===== src/rtl/conv_encoder_stream.sv =====
// Streaming convolutional encoder with runtime rate (1/2, 1/3) and constraint length (K=3..9).
// Each frame of info bits is followed by K-1 zero tail bits so the decoder trellis ends in state 0.
//
// state | meaning
// IDLE  | waiting for i_start, configuration inputs are live
// DATA  | accepting frame_len info bits from the source
// TAIL  | issuing K-1 zero tail bits, no source handshake
// FLUSH | waiting for the sink to take the final tail symbol
module conv_encoder_stream #(
   parameter int MAX_K = 9,
   parameter int MAX_N = 3,
   parameter int LEN_W = 16
) (
   input  logic                   sys_clk,
   input  logic                   rst,
   input  logic                   en,
   input  logic                   i_code_rate,
   input  logic [1:0]             i_constr_len,
   input  logic [MAX_N*MAX_K-1:0] i_gen_poly,
   input  logic [LEN_W-1:0]       i_frame_len,
   input  logic                   i_start,
   input  logic                   s_valid,
   output logic                   s_ready,
   input  logic                   s_bit,
   output logic                   m_valid,
   input  logic                   m_ready,
   output logic [MAX_N-1:0]       m_data,
   output logic                   m_last,
   output logic                   o_busy,
   output logic                   o_done
);

   typedef enum logic [1:0] {IDLE, DATA, TAIL, FLUSH} state_t;

   state_t                   state, state_nxt;
   logic [MAX_K-2:0]         sreg;
   logic [LEN_W-1:0]         bit_cnt;
   logic [2:0]               tail_cnt;
   logic                     rate_q;
   logic [1:0]               k_q;
   logic [MAX_N*MAX_K-1:0]   poly_q;
   logic [LEN_W-1:0]         len_q;

   logic                     slot_free;
   logic                     start_go;
   logic                     data_xfer;
   logic                     tail_xfer;
   logic                     last_bit;
   logic                     tail_last;
   logic                     fin;
   logic                     b_in;
   logic [MAX_K-1:0]         win;
   logic [MAX_K-1:0]         mask_k;
   logic [MAX_N-1:0]         enc;

   assign slot_free = !m_valid || m_ready;
   // A restart is refused in the o_done cycle so every frame gets a visible idle gap.
   assign start_go  = (state == IDLE) && i_start && !o_done;
   assign data_xfer = s_valid && s_ready;
   assign tail_xfer = (state == TAIL) && slot_free;
   assign last_bit  = (bit_cnt + LEN_W'(1)) == len_q;
   // Index of the final tail bit is K-2 = 2*k_q+1.
   assign tail_last = tail_cnt == {k_q, 1'b1};
   assign fin       = (state == FLUSH) && m_valid && m_ready && m_last;
   assign b_in      = (state == DATA) ? s_bit : 1'b0;
   assign win       = {sreg, b_in};

   always_comb begin
      int k_len;
      k_len = 2 * int'(k_q) + 3;
      mask_k = '0;
      for (int i = 0; i < MAX_K; i++) begin
         mask_k[i] = (i < k_len);
      end
   end

   always_comb begin
      logic lane_en;
      enc = '0;
      lane_en = 1'b0;
      for (int j = 0; j < MAX_N; j++) begin
         lane_en = (j < 2) || ((j == 2) && rate_q);
         enc[j]  = lane_en & (^(win & poly_q[j*MAX_K +: MAX_K] & mask_k));
      end
   end

   always_ff @(posedge sys_clk) begin
      if (rst) begin
         state <= IDLE;
      end else if (en) begin
         state <= state_nxt;
      end
   end

   always_comb begin
      state_nxt = state;
      case (state)
         IDLE:    if (start_go) state_nxt = (i_frame_len == '0) ? TAIL : DATA;
         DATA:    if (data_xfer && last_bit) state_nxt = TAIL;
         TAIL:    if (tail_xfer && tail_last) state_nxt = FLUSH;
         FLUSH:   if (fin) state_nxt = IDLE;
         default: state_nxt = IDLE;
      endcase
   end

   always_comb begin
      s_ready = (state == DATA) && slot_free;
      o_busy  = (state != IDLE);
   end

   always_ff @(posedge sys_clk) begin
      if (rst) begin
         sreg     <= '0;
         bit_cnt  <= '0;
         tail_cnt <= '0;
         rate_q   <= 1'b0;
         k_q      <= '0;
         poly_q   <= '0;
         len_q    <= '0;
         m_valid  <= 1'b0;
         m_data   <= '0;
         m_last   <= 1'b0;
         o_done   <= 1'b0;
      end else if (en) begin
         o_done <= fin;
         if (start_go) begin
            rate_q   <= i_code_rate;
            k_q      <= i_constr_len;
            poly_q   <= i_gen_poly;
            len_q    <= i_frame_len;
            sreg     <= '0;
            bit_cnt  <= '0;
            tail_cnt <= '0;
         end
         if (data_xfer || tail_xfer) begin
            sreg    <= {sreg[MAX_K-3:0], b_in};
            m_valid <= 1'b1;
            m_data  <= enc;
            m_last  <= tail_xfer && tail_last;
         end else if (m_ready) begin
            m_valid <= 1'b0;
            m_last  <= 1'b0;
         end
         if (data_xfer) bit_cnt <= bit_cnt + LEN_W'(1);
         if (tail_xfer) tail_cnt <= tail_cnt + 3'd1;
      end
   end

endmodule


===== config.mk =====
export PLATFORM = sky130hd
export DESIGN_NAME = conv_encoder_stream
export DESIGN_NICKNAME = d
export VERILOG_FILES = /design/src/rtl/conv_encoder_stream.sv
export SDC_FILE = /design/constraint.sdc
export NUM_CORES = 1
export LEC_CHECK = 0
export CORE_ASPECT_RATIO = 1.4
export CORE_MARGIN = 2
export CORE_UTILIZATION = 59
export DETAILED_ROUTE_END_ITERATION = 8
export HOLD_SLACK_MARGIN = 0.02
export PLACE_DENSITY_LB_ADDON = 0.05
export SYNTH_ARGS = -nofsm -noshare
export SYNTH_HDL_FRONTEND = slang
export SYNTH_SLANG_ARGS = --single-unit

===== constraint.sdc =====
create_clock -name sys_clk -period 7.3 [get_ports sys_clk]
set_clock_uncertainty 0.05 [all_clocks]
set_input_delay 1.46 -clock sys_clk [delete_from_list [all_inputs] [get_ports sys_clk]]
set_output_delay 1.46 -clock sys_clk [all_outputs]
set_load 0.02 [all_outputs]

==> flow_summary.toml, run 1 <==
[status]
status = "complete, no violations"

[setup_path]
startpoint_type = "primary input"
path_max_fanout = 4
worstSetupEndpointType = "output pin"
crit_type = "in2out"
cp.arrival_ns = 2.94
worstPathRequired_ns = 5.79

[yosys]
synth_fp_nets = 621
ys_ff_latch = 81
synth.distinct_cells = 53
synthXorXnorAreaFrac_pct = 8.75
synth-simple-area-share_pct = 29.4
synth_compound_area_share_pct = 16.9
yosys.area_share.adder_pct = 2.06
ys_warn_count = 0
postSynth.asyncResetShare_pct = 0
synth_area_sq_um = 4260
yosysSeqAreaShare_pct = 38.1
netlist_instances = 561
synth_top_family_by_area = "simple AND/OR/NAND/NOR gates"
avgSynthCellArea_sq_um = 7.59
synth_edf_count = 0
muxShareOfSynthArea_pct = 0.470
synth_ff_type = "dfxtp_1"

[floorplan]
dieArea_sq_um = 7930
io-pin-count = 61
coreArea_sq_um = 6980
die_w_microns = 75.8
initial_core_util_pct = 61.0
dieHeight_microns = 105
row_count = 36

[route]
drt_iter0_drc = 206
viasPerCell = 5.91
routedWlPerCell_microns = 15.8
drc_errors = 0
dr.pass1.iters = 4
via_count = 4136
wirelength_microns = 11100
ant_nets = 0

[cts]
ctsHtreeMaxLevel = 3
clk_latency_ns = 0.36
cts_repair_resize_count = 0
post_cts_buffers = 0
cts_root_buf = "clkbuf_8"
hold_buffers = 0
clock_sinks = 81
clk_path_buf_depth = 2
cts_buffers = 9
path_clk_slew_ns = 0.08
cts_tree = "yes"

[sta]
hold_violations = 0
fin_ws_ns = 2.85
fin_crit_sh_pct = 61.0
fmax_mhz = 225
setup_tns_ns = 0
maxSlewViolCount = 0
rsz0062_at_grt = "no"
fin_crit_ns = 4.45
relSlewSlack_pct = 33.7
setup_viol = 0
worst_hold_slack_ns = 0.407
worst_pin_slew_ns = 0.991

[finish]
filler_cell_count = 591
multi_input_area_sq_um = 2460
register_area_sq_um = 1620
syn2layout_area_growth_pct = 18.8
nNetsFinal = 661
drive_gt1_share_pct = 5.45
diodes = 0
utilization_pct = 72.5
design_area_sq_um = 5060

[grt]
track_usage_pct = 29.7
overflow = 0
grt_antenna_before_repair = 0
grt_max_degree = 84
grt_first_pass_wirelength_microns = 17900
grt_pass1_vias = 3888

[power]
power_leakage_nw = 1.76
vdd_drop_max_mv = 0.152
power.density_nw_per_um2 = 189

[placed_design]
gp_congestion = 0.958
dp_hpwl_microns = 7750
place_area_sq_um = 4850
preCtsSetupSlack_ns = 2.86
io_buffers = 60

[worst_hold_path]
hold_class = "reg2reg"

[flow_run]
max-cap-violations = 0
[synth_stat cells, types with 3 or more instances]
cell type / count / share of area [%]
or4_1: 3 / 0.53
or3_1: 3 / 0.44
nand3b_1: 3 / 0.53
dfxtp_1: 81 / 38
nand3_1: 31 / 3.6
nand2_1: 134 / 12
and2_1: 5 / 0.73
nor4_1: 7 / 1.0
a32oi_1: 6 / 1.2
o21ai_0: 20 / 2.3
buf_4: 3 / 0.53
nor2_1: 36 / 3.2
a22oi_1: 5 / 0.88
and3_1: 5 / 0.73
nor3_1: 5 / 0.59
buf_1: 3 / 0.26
a211oi_1: 5 / 0.88
buf_2: 5 / 0.59
or2_2: 3 / 0.44
clkbuf_1: 23 / 2.0
inv_1: 8 / 0.70
ha_1: 7 / 2.1
xnor2_1: 27 / 5.6
xor2_1: 13 / 2.7
nand4_1: 11 / 1.6
a21oi_1: 71 / 8.3
[sequential cells by signal, summed over array words and instances, names as in the netlist]
signal	count
bit_cnt	16
m_data	3
poly_q	27
o_done	1
len_q	16
state	2
rate_q	1
m_last	1
tail_cnt	3
m_valid	1
sreg	8
k_q	2
[per-stage QoR]
step	cells	total power (W)
after floorplan	561	0.000550
after global placement	685	0.000606
after detailed placement	685	0.000609
after CTS	700	0.000960
after global routing	700	0.000992
final	700	0.000954
[per-layer routing]
metal  vias to the layer above  share of wire, %  GRT usage, %
met3                        37               4.0          5.01
met1                      1952                39          32.9
li1                       2018                 -             -
met5                         -                 0             0
met2                       129                52          49.9
met4                         0               5.2          18.9
[layout by cell type (no fill, tap or decap), types with 6 or more instances in the layout]
master             n
inv_1              8
a21oi_1           71
nor4_1             7
xnor2_1           27
ha_1               7
nand2_1          134
o21ai_0           20
dfxtp_1           81
a32oi_1            6
nand4_1           11
nor2_1            36
clkbuf_8           9
nand3_1           31
clkdlybuf4s50_1   59
xor2_1            13
[worst paths after layout]
path	from	endpoint	slack, ns	depth (start not counted)
min	poly_q[10]	poly_q[10]	0.41	2
max reg2reg	bit_cnt[0]	state[0]	4.23	8
max	m_ready	s_ready	2.85	4
min reg2reg	poly_q[10]	poly_q[10]	0.41	2
[worst max-delay path, stage by stage]
cell and delay [ns]:
clkdlybuf4s50_1 0.52, or2b_1 0.19, and2_1 0.16, clkdlybuf4s50_1 0.61
[kinds of logic after synthesis]
logic type / count (synthesis)
AO/OA/AOI/OAI: 124
AND/OR/NAND/NOR: 263
adder cells (fa/ha/maj): 7
buffers and inverters: 43
XOR/XNOR: 41
flip-flops: 81
multiplexers: 2
[final cells by class]
type,instances,share of cell area (%)
inverters,8,0.593
clock buffers,9,2.45
multi-input cells,437,48.6
well taps,95,2.35
flip-flops and latches,81,32.0
repair buffers,64,12.4
clock inverters,6,1.66
[power by group]
group | internal [W] | total [W] | switching (W)
combinational | 0.0000564 | 0.000127 | 0.0000707
clock | 0.000189 | 0.000355 | 0.000165
sequential | 0.000458 | 0.000472 | 0.0000147
total | 0.000704 | 0.000954 | 0.000251
Note: power is estimated with default switching activity, not from simulation.
==> run 2, diff against run 1 <==
--- a/config.mk
+++ b/config.mk
@@ -7,7 +7,7 @@
 export LEC_CHECK = 0
 export CORE_ASPECT_RATIO = 1.4
 export CORE_MARGIN = 2
-export CORE_UTILIZATION = 59
+export CORE_UTILIZATION = 55
 export DETAILED_ROUTE_END_ITERATION = 8
 export HOLD_SLACK_MARGIN = 0.02
 export PLACE_DENSITY_LB_ADDON = 0.05
==> constraint.sdc (replaced) <==
create_clock -name sys_clk -period 4.4 [get_ports sys_clk]
set_clock_uncertainty 0.05 [all_clocks]
set_input_delay 0.88 -clock sys_clk [delete_from_list [all_inputs] [get_ports sys_clk]]
set_output_delay 0.88 -clock sys_clk [all_outputs]
set_load 0.02 [all_outputs]
==> flow_summary.toml, run 2 (synthesis results as in run 1) <==
[setup_path]
crit_top_cell = "clkdlybuf4s50_1"
cp_slowest_cell = "clkdlybuf4s50_1"
cp.arrival_ns = 2.36
crit_chain = "clkdlybuf4s50_1, or2b_1, and2_1, clkdlybuf4s50_1"
path_max_fanout = 4
worstSetupEndpointType = "output pin"
startpoint = "m_ready"
r2r_start = "bit_cnt[0]"
worstPathRequired_ns = 3.47
regToRegSetupSlack_ns = 1.44
crit_type = "in2out"
cp_slowest_stage_delay_ns = 0.61
startpoint_type = "primary input"

[cts]
cts_tree = "yes"
clk_path_buf_depth = 2
clock_sinks = 81
ctsHtreeMaxLevel = 3
cts_root_buf = "clkbuf_8"
clk_latency_ns = 0.36
path_clk_slew_ns = 0.07
cts_buffers = 9
hold_buffers = 0
cts_repair_resize_count = 0
post_cts_buffers = 0

[sta]
worst_pin_slew_ns = 0.768
maxSlewViolCount = 0
hold_violations = 0
fin_crit_ns = 3.29
setup_viol = 0
fin_crit_sh_pct = 74.7
rsz0062_at_grt = "no"
relSlewSlack_pct = 48.6
setup_tns_ns = 0
fin_ws_ns = 1.11
fmax_mhz = 304

[route]
drc_errors = 0
dr.pass1.iters = 5
drt_iter0_drc = 224
routedWlPerCell_microns = 15.4
ant_nets = 0
via_count = 4123
wirelength_microns = 10900
viasPerCell = 5.83

[placed_design]
preCtsSetupSlack_ns = 0.787
dp_hpwl_microns = 7740
gp_congestion = 0.939
io_buffers = 60

[grt]
track_usage_pct = 27.1
grt_pass1_vias = 3850
overflow = 0
grt_antenna_before_repair = 0
grt_first_pass_wirelength_microns = 17900
grt_max_degree = 68

[finish]
regMostFlops = "poly_q"
diodes = 0
nNetsFinal = 663
drive_gt1_share_pct = 5.44
final_common_cell = "nand2_1"
final_cell_mix = "134 x nand2_1, 81 x dfxtp_1, 71 x a21oi_1"
syn2layout_area_growth_pct = 18.6
reg_top3 = "poly_q (27), bit_cnt (16), len_q (16)"
largest_reg_flops = 27
filler_cell_count = 702

[power]
power_leakage_nw = 1.75
power.density_nw_per_um2 = 300
vdd_drop_max_mv = 0.199

[floorplan]
dieArea_sq_um = 8480
dieHeight_microns = 108
coreArea_sq_um = 7650
row_count = 38
die_w_microns = 78.4
initial_core_util_pct = 55.7
io-pin-count = 61

[flow_run]
max-cap-violations = 0

[worst_hold_path]
hold_class = "reg2reg"
min_from = "poly_q[15]"

[status]
status = "complete, no violations"
-- run 2: per-layer routing --
| metal | part of all wire, % | GRT usage [%] | up-vias |
|---|---|---|---|
| li1 | - | - | 2030 |
| met1 | 39 | 30.1 | 1908 |
| met2 | 52 | 49.2 | 146 |
| met3 | 4.6 | 3.67 | 39 |
| met4 | 4.7 | 15.9 | 0 |
| met5 | 0 | 0 | - |
-- run 2: worst paths after layout --
kind,endpoint,depth (start not counted)
worst min register to register,poly_q[15],2
worst min-delay path,poly_q[15],2
worst max-delay path,s_ready,4
worst max register to register,state[0],8
-- run 2: layout make-up --
class / instances / area, sq um / share of cell area, %
inverter: 8 / 30.0 / 0.595
multi-input combinational: 437 / 2460 / 48.7
clock inverter: 4 / 45.0 / 0.892
timing repair buffer: 66 / 641 / 12.7
tap: 100 / 125 / 2.48
sequential: 81 / 1620 / 32.1
clock buffer: 11 / 131 / 2.60
-- run 2: per-stage QoR --
stage,hold WS [ns],total power (W),instance area [sq um],instances,utilization (%)
2_1_floorplan,0.386,0.000913,4260,561,-
3_3_place_gp,0.394,0.00101,4870,692,63.7
3_5_place_dp,0.399,0.00101,4870,692,63.7
4_1_cts,0.409,0.00153,5050,707,66.0
5_1_grt,0.429,0.00158,5050,707,66.0
6_report,0.406,0.00151,5050,707,66.0
-- run 2: critical path: cells and delay by family --
family        cells  cell delay (ns)
simple gates      2             0.34
buf+inv           2             1.13
-- run 2: power by group --
group          leakage, nW  internal [W]  switching (W)
Clock               0.0929      0.000257       0.000262
Combinational         1.00     0.0000946       0.000120
Sequential           0.657      0.000760      0.0000215
